$ cat config.mk
export PLATFORM = sky130hd
export DESIGN_NAME = data_mem_access
export DESIGN_NICKNAME = d
export VERILOG_FILES = /design/src/rtl/data_mem_access.sv
export SDC_FILE = /design/constraint.sdc
export NUM_CORES = 1
export LEC_CHECK = 0
export CELL_PAD_IN_SITES_DETAIL_PLACEMENT = 0
export CELL_PAD_IN_SITES_GLOBAL_PLACEMENT = 1
export CORE_ASPECT_RATIO = 1.75
export CORE_MARGIN = 3
export CORE_UTILIZATION = 26
export CTS_CLUSTER_SIZE = 30
export DETAILED_ROUTE_END_ITERATION = 16
export HOLD_SLACK_MARGIN = 0.05
export PLACE_DENSITY = 0.65
export SLEW_MARGIN = 25
export SYNTH_ARGS = -nofsm -noshare
export SYNTH_HDL_FRONTEND = slang
export SYNTH_SLANG_ARGS = --single-unit
$ cat constraint.sdc
create_clock -name clk -period 5.08 [get_ports clk]
set_input_delay 1.016 -clock clk [delete_from_list [all_inputs] [get_ports clk]]
set_output_delay 1.016 -clock clk [all_outputs]
set_load 0.03 [all_outputs]
$ cat src/rtl/data_mem_access.sv
// Memory-side responder: turns the core's per-instruction memory op into a req/ack
// bus transaction, stalls the core, and returns extended load data. Optional: MEM_TIMEOUT_EN.
module data_mem_access #(
    parameter int TIMEOUT_CYCLES = 255,
    parameter int CNT_W          = 8
) (
    input  logic        clk,
    input  logic        rst_n,
    input  logic [3:0]  mem_op,
    input  logic [31:0] addr,
    input  logic [31:0] wdata,
    output logic        stall,
    output logic [31:0] load_data,
    output logic        mem_err,
    output logic        bus_err,
    output logic        bus_req,
    output logic        bus_we,
    output logic [29:0] bus_addr,
    output logic [3:0]  bus_be,
    output logic [31:0] bus_wdata,
    input  logic        bus_ack,
    input  logic [31:0] bus_rdata
);
    localparam logic [3:0] OP_LW  = 4'd1;
    localparam logic [3:0] OP_LB  = 4'd2;
    localparam logic [3:0] OP_LH  = 4'd3;
    localparam logic [3:0] OP_LBU = 4'd4;
    localparam logic [3:0] OP_LHU = 4'd5;
    localparam logic [3:0] OP_SW  = 4'd6;
    localparam logic [3:0] OP_SB  = 4'd7;
    localparam logic [3:0] OP_SH  = 4'd8;

    if (TIMEOUT_CYCLES >= (1 << CNT_W)) begin : g_cnt_w_check
        $error("data_mem_access: TIMEOUT_CYCLES does not fit in CNT_W bits");
    end

    typedef enum logic [1:0] {ST_IDLE, ST_REQ, ST_DONE} state_t;

    state_t      state_q, state_d;
    logic [3:0]  op_q, op_d;
    logic [1:0]  alo_q, alo_d;
    logic        bus_req_q, bus_req_d;
    logic        bus_we_q, bus_we_d;
    logic [29:0] bus_addr_q, bus_addr_d;
    logic [3:0]  bus_be_q, bus_be_d;
    logic [31:0] bus_wdata_q, bus_wdata_d;
    logic [31:0] load_data_q, load_data_d;
    logic        mem_err_q, mem_err_d;
    logic        bus_err_q, bus_err_d;

    logic        op_valid, op_store, misaligned, timeout_hit;
    logic [3:0]  be_calc;
    logic [31:0] wdata_calc, load_fmt;
    logic [7:0]  rd_byte;
    logic [15:0] rd_half;

    // Request decode from the live core inputs (only consumed in IDLE)
    always_comb begin
        op_valid   = (mem_op >= 4'd1) && (mem_op <= 4'd8);
        op_store   = (mem_op == OP_SW) || (mem_op == OP_SB) || (mem_op == OP_SH);
        misaligned = 1'b0;
        be_calc    = 4'b0000;
        wdata_calc = 32'h0;
        case (mem_op)
            OP_LW, OP_SW: begin
                misaligned = (addr[1:0] != 2'b00);
                be_calc    = 4'b1111;
            end
            OP_LH, OP_LHU, OP_SH: begin
                misaligned = addr[0];
                be_calc    = addr[1] ? 4'b1100 : 4'b0011;
            end
            OP_LB, OP_LBU, OP_SB: begin
                be_calc = 4'b0001 << addr[1:0];
            end
            default: ;
        endcase
        case (mem_op)
            OP_SW:   wdata_calc = wdata;
            OP_SH:   wdata_calc = {2{wdata[15:0]}};
            OP_SB:   wdata_calc = {4{wdata[7:0]}};
            default: wdata_calc = 32'h0;
        endcase
    end

    // Load formatting uses the op and low address bits captured at issue
    always_comb begin
        case (alo_q)
            2'd0:    rd_byte = bus_rdata[7:0];
            2'd1:    rd_byte = bus_rdata[15:8];
            2'd2:    rd_byte = bus_rdata[23:16];
            default: rd_byte = bus_rdata[31:24];
        endcase
        rd_half = alo_q[1] ? bus_rdata[31:16] : bus_rdata[15:0];
        case (op_q)
            OP_LW:   load_fmt = bus_rdata;
            OP_LB:   load_fmt = {{24{rd_byte[7]}}, rd_byte};
            OP_LBU:  load_fmt = {24'h0, rd_byte};
            OP_LH:   load_fmt = {{16{rd_half[15]}}, rd_half};
            OP_LHU:  load_fmt = {16'h0, rd_half};
            default: load_fmt = load_data_q;
        endcase
    end

`ifdef MEM_TIMEOUT_EN
    localparam logic [CNT_W-1:0] TIMEOUT_LIMIT = CNT_W'(TIMEOUT_CYCLES - 1);
    logic [CNT_W-1:0] cnt_q, cnt_d;

    // REQ is only ever entered from IDLE, so clearing there clears on entry
    always_comb begin
        cnt_d       = cnt_q;
        timeout_hit = 1'b0;
        if (state_q == ST_IDLE) begin
            cnt_d = '0;
        end else if (state_q == ST_REQ && !bus_ack) begin
            if (cnt_q == TIMEOUT_LIMIT) begin
                timeout_hit = 1'b1;
            end else begin
                cnt_d = cnt_q + 1'b1;
            end
        end
    end

    always_ff @(posedge clk or negedge rst_n) begin
        if (!rst_n) begin
            cnt_q <= '0;
        end else begin
            cnt_q <= cnt_d;
        end
    end
`else
    assign timeout_hit = 1'b0;
`endif

    always_comb begin
        state_d     = state_q;
        op_d        = op_q;
        alo_d       = alo_q;
        bus_req_d   = bus_req_q;
        bus_we_d    = bus_we_q;
        bus_addr_d  = bus_addr_q;
        bus_be_d    = bus_be_q;
        bus_wdata_d = bus_wdata_q;
        load_data_d = load_data_q;
        mem_err_d   = 1'b0;
        bus_err_d   = 1'b0;
        stall       = 1'b0;
        case (state_q)
            ST_IDLE: begin
                stall = op_valid;
                if (op_valid) begin
                    if (misaligned) begin
                        state_d     = ST_DONE;
                        mem_err_d   = 1'b1;
                        load_data_d = 32'h0;
                    end else begin
                        state_d     = ST_REQ;
                        op_d        = mem_op;
                        alo_d       = addr[1:0];
                        bus_req_d   = 1'b1;
                        bus_we_d    = op_store;
                        bus_addr_d  = addr[31:2];
                        bus_be_d    = be_calc;
                        bus_wdata_d = wdata_calc;
                    end
                end
            end
            ST_REQ: begin
                stall = 1'b1;
                if (bus_ack) begin
                    state_d   = ST_DONE;
                    bus_req_d = 1'b0;
                    if (!bus_we_q) begin
                        load_data_d = load_fmt;
                    end
                end else if (timeout_hit) begin
                    state_d     = ST_DONE;
                    bus_req_d   = 1'b0;
                    load_data_d = 32'h0;
                    bus_err_d   = 1'b1;
                end
            end
            // The core still presents the completing op here; it must not reissue
            ST_DONE: state_d = ST_IDLE;
            default: state_d = ST_IDLE;
        endcase
    end

    always_ff @(posedge clk or negedge rst_n) begin
        if (!rst_n) begin
            state_q     <= ST_IDLE;
            op_q        <= 4'd0;
            alo_q       <= 2'd0;
            bus_req_q   <= 1'b0;
            bus_we_q    <= 1'b0;
            bus_addr_q  <= 30'h0;
            bus_be_q    <= 4'h0;
            bus_wdata_q <= 32'h0;
            load_data_q <= 32'h0;
            mem_err_q   <= 1'b0;
            bus_err_q   <= 1'b0;
        end else begin
            state_q     <= state_d;
            op_q        <= op_d;
            alo_q       <= alo_d;
            bus_req_q   <= bus_req_d;
            bus_we_q    <= bus_we_d;
            bus_addr_q  <= bus_addr_d;
            bus_be_q    <= bus_be_d;
            bus_wdata_q <= bus_wdata_d;
            load_data_q <= load_data_d;
            mem_err_q   <= mem_err_d;
            bus_err_q   <= bus_err_d;
        end
    end

    assign bus_req   = bus_req_q;
    assign bus_we    = bus_we_q;
    assign bus_addr  = bus_addr_q;
    assign bus_be    = bus_be_q;
    assign bus_wdata = bus_wdata_q;
    assign load_data = load_data_q;
    assign mem_err   = mem_err_q;
    assign bus_err   = bus_err_q;

endmodule

# After elaboration in Yosys (flattened, before gate mapping)

Cells that the tools add are included.

Register bits after elaboration: 109
Output and inout port bits: 103
Logic and storage cells: 74
Input bits: 103

Shift-type cells: 1
Equality and inequality tests: 22
Order comparisons: 2
Mux-type cells: 24
Bitwise gates (word level): 1
Reductions and logical operators: 14

Operators with widths:

| kind               | count |
|---|---|
| $pmux 32 s5        | 1 |
| $mux 32            | 4 |
| $pmux 32 s3        | 1 |
| $pmux 32 s2        | 1 |
| $eq 4x3->1 const B | 6 |
| $pmux 8 s3         | 1 |
| $eq 4x2->1 const B | 4 |
| $mux 16            | 1 |
| $pmux 4 s3         | 1 |
| $ne 2x2->1 const B | 5 |
| $eq 4x1->1 const B | 2 |
| $mux 1             | 6 |
| $mux 2             | 3 |
| $ne 6x1->1 const B | 1 |
| $pmux 1 s2         | 3 |
| $reduce_and 6->1   | 1 |
| $reduce_or 3->1    | 2 |
| $eq 2x1->1 const B | 2 |
| $eq 4x4->1 const B | 1 |
| $ge 4x1->1 const B | 1 |
| $le 4x4->1 const B | 1 |
| $logic_not 2->1    | 2 |
| $mux 4             | 1 |
| $pmux 2 s2         | 1 |
| 10 further kinds   | 12 |

# Longest topological paths before layout

Depth in word-level cells: 6
Gate-level depth with buffers: 8

# Least setup slack after synthesis

No wires, ideal clock.

Path kind: input -> output
Start point: in mem_op[2]
End point: out stall
Cell stages on the path: 4
Path slack: 2218 ps
Path buffers: 1
Required time: 4064 ps
Data arrival time: 1846 ps
Path through: buf_4 nor3_2 xnor2_1 o21a_1

Word-level cells in the longest chain between the ends: 3
Elaborated cells on any way between the ends: 4
Those cells by class: order compare: 2; mux: 1; reduce/logical: 1

RTL lines:

| what                                            | line | text |
|---|---|---|
| start, declared                                 | 9    | `input logic [3:0] mem_op,` |
| $ge 4x1->1 / $le 4x4->1 (equally long branches) | 59   | `op_valid = (mem_op >= 4'd1) && (mem_op <= 4'd8);` |
| $logic_and 1x1->1 (*)                           | 59   |  |
| $pmux 1 s2 (*)                                  | 148  | `case (state_q)` |
| end, declared                                   | 12   | `output logic stall,` |

Mark *: on every way between the ends. The rest lies on a longest branch, timed or not.

# Worst setup path in the final report

Start point: in mem_op[1]
End point: out stall

Same word-level chain as after synthesis.

==> flow_metrics.tcl <==
set metrics [dict create \
    p_per_area_nw_per_um2 570 \
    insertion_delay_ns 0.35 \
    via_per_inst 4.82 \
    pre_cts_ws_ns 0.920 \
    synth_flop_cell "dfrtp_1" \
    cts_buffer_depth 2 \
    hold_buffers 0 \
    drc 0 \
    gp_congestion 0.759 \
    die_w_um 114 \
    first_pass_iters 4 \
    hold_violations 0 \
    initial_core_util_pct 26.7 \
    grt_pass1_wl_mm 26.4 \
    drive_gt1_share_pct 9.31 \
    hp-class "reg2reg" \
    syn_nets 591 \
    synth_top_area_share_pct 51.0 \
    synth_area_leader_cell "dfrtp_1" \
    min_period_ns 4.14 \
    hold_slack_ns 0.485 \
    drt_iter0_markers 164 \
    grt_overflow 0 \
    setup_violations 0 \
    root_buffer "clkbuf_16" \
    max_freq_mhz 242 \
    portBuffers 204 \
    antenna_cells 0 \
    worst-path-max-fanout 17 \
    wire_per_inst_um 18.4 \
    die-height_um 196 \
    track_usage_pct 15.2 \
    coreArea_um2 20000 \
    layout_setup_ws_ns 0.941 \
    tns_ns 0 \
    nNetsFinal 775 \
    dieArea_um2 22400 \
    grt_setup_unrepaired "false" \
    multi_input_area_um2 2350 \
    grt_pass1_vias 4847 \
    cts_resized 0 \
    status "completed" \
    vdd_drop_max_uv 290 \
    cts_tree "yes" \
    synth.area.top_cells "dfrtp_1 (51%), mux2_1 (7.6%), o21ai_0 (5.2%)" \
    num_rows 68 \
    ios 206 \
    clk_pin_slew_ns 0.07 \
    avgSynthCellArea_um2 11.0 \
    yosysSeqAreaShare_pct 51.0 \
    final_max_slew_viol_count 0 \
    tightest_slew_ns 0.892 \
    endpoint_kind "output pin" \
    synth_warnings 0 \
    yosysUniqueCellTypes 57 \
    syn_inst 488 \
    grt_start_max_net_pins 77 \
    ys_seq_elements 109 \
    synth_edf_count 0 \
    max-cap-violations 0 \
    seqCellArea_um2 2730 \
    max_slew_margin_pct 40.6 \
    leakage_nw 3.32 \
    critPathArrivalTime_ns 3.12 \
    crit_required_ns 4.06 \
    clock_skew_ns 0.00713 \
    fillers 1949 \
    cts_inserted_buffers 9 \
    finalCritPeriodShare_pct 81.5 \
    startpoint_type "input pin" \
    cts_sinks 109 \
    antenna_found_initial 0 \
    ant_nets 0 \
    area_growth_pct 47.7 \
    place_hpwl_mm 12.9 \
    r2r_slack_ns 2.73 \
    vias 4447 \
    post-cts-setup-buffers 0 \
    synthArstFlopShare_pct 100 \
    crit_type "in2out" \
    synthesis.area_um2 5340 \
    htree_levels 3 \
    wl_mm 16.9 \
]
-- flip-flops by register name, indices dropped and copies added (netlist names) --
signal / count
bus_addr: 30
bus_wdata: 32
op_q: 4
load_data: 32
alo_q: 2
bus_we: 1
bus_req: 1
state_q: 2
bus_be: 4
mem_err: 1
-- cells in the mapped netlist (8+ instances only) --
master,number
dfrtp_1,109
a22o_1,16
a21oi_1,31
mux2i_1,23
o21ai_1,9
mux2_1,36
clkbuf_1,11
inv_1,25
o21ai_0,55
a22oi_1,8
nand2_1,47
buf_2,19
mux2_2,20
-- placed cells by master (no fill, tap or decap), types with 2 or more instances in the layout --
master / netlist / routed
mux2i_1: 23 / 23
a31oi_1: 3 / 3
clkbuf_8: 0 / 2
a22o_1: 16 / 16
nor3b_1: 2 / 2
a211oi_1: 2 / 2
o31ai_1: 2 / 2
a21oi_1: 31 / 31
inv_1: 25 / 25
nor2b_1: 5 / 5
a22oi_1: 8 / 8
dfrtp_1: 109 / 109
o21ai_0: 55 / 55
a32o_1: 2 / 2
a221oi_1: 2 / 2
a211oi_4: 1 / 2
nand2b_1: 7 / 7
o21a_1: 2 / 2
and2_1: 3 / 3
nand2_1: 47 / 47
mux2_4: 6 / 6
o21ai_1: 9 / 9
and3_1: 3 / 3
buf_4: 4 / 5
nor2_1: 6 / 6
mux2_1: 36 / 36
clkdlybuf4s50_1: 0 / 203
clkbuf_16: 0 / 9
mux2_2: 20 / 20
-- metrics by stage --
step | util, % | total power, mW | cells | instance area, um^2
6_report | 39.5 | 4.50 | 922 | 7890
3_3_place_gp | 37.9 | 3.75 | 906 | 7570
5_1_grt | 39.5 | 4.76 | 922 | 7890
2_1_floorplan | - | 2.81 | 488 | 5340
3_5_place_dp | 37.9 | 3.79 | 906 | 7570
4_1_cts | 39.4 | 4.56 | 922 | 7880
-- cell families (layout without fill, tap and decap cells) --
logic type	Yosys count	after routing	synth area share (%)
compound gates	142	142	16.6
flops	109	109	51.0
mux	86	86	18.2
simple gates	86	86	8.41
buf+inv	62	251	5.24
xor+xnor	2	2	0.468
other cells	1	1	0.0702
-- where the power goes --
part	internal, mW	leakage, nW	switching (mW)
Combinational	1.01	1.76	1.31
Sequential	1.19	1.41	0.242
Clock	0.413	0.149	0.333
Total	2.61	3.32	1.89
-- layout make-up --
| type | count | share of cell area [%] |
|---|---|---|
| repair buffers | 210 | 26.6 |
| clock buffers | 12 | 3.25 |
| inverters | 25 | 1.19 |
| clock inverters | 4 | 0.698 |
| multi-input cells | 317 | 29.8 |
| well taps | 245 | 3.88 |
| flip-flops and latches | 109 | 34.6 |
-- routing by layer --
layer	track usage, %	up-vias	part of all wire (%)
met5	0	-	0
met4	4.84	0	1.6
met3	4.54	17	6.7
met2	28.0	151	55
met1	16.4	2187	37
li1	-	2092	-
-- path summary, 6_finish.rpt --
check	start	to	cells past startpoint
max in group asynchronous	rst_n	bus_addr[13]$_DFFE_PN0P_	2
worst max register to register	op_q[1]$_DFFE_PN0P_	load_data[11]$_DFFE_PN0P_	6
min in group asynchronous	rst_n	bus_wdata[10]$_DFFE_PN0P_	1
worst max-delay path	mem_op[1]	stall	5
worst min-delay path	bus_wdata[20]$_DFFE_PN0P_	bus_wdata[20]$_DFFE_PN0P_	2
worst min register to register	bus_wdata[20]$_DFFE_PN0P_	bus_wdata[20]$_DFFE_PN0P_	2
-- critical path, cell delays in order --
cell,delay [ns]
clkdlybuf4s50_1,0.83
nor3_2,0.09
xnor2_1,0.26
o21a_1,0.22
clkdlybuf4s50_1,0.69
No activity file was read; power rests on OpenSTA's default activity.
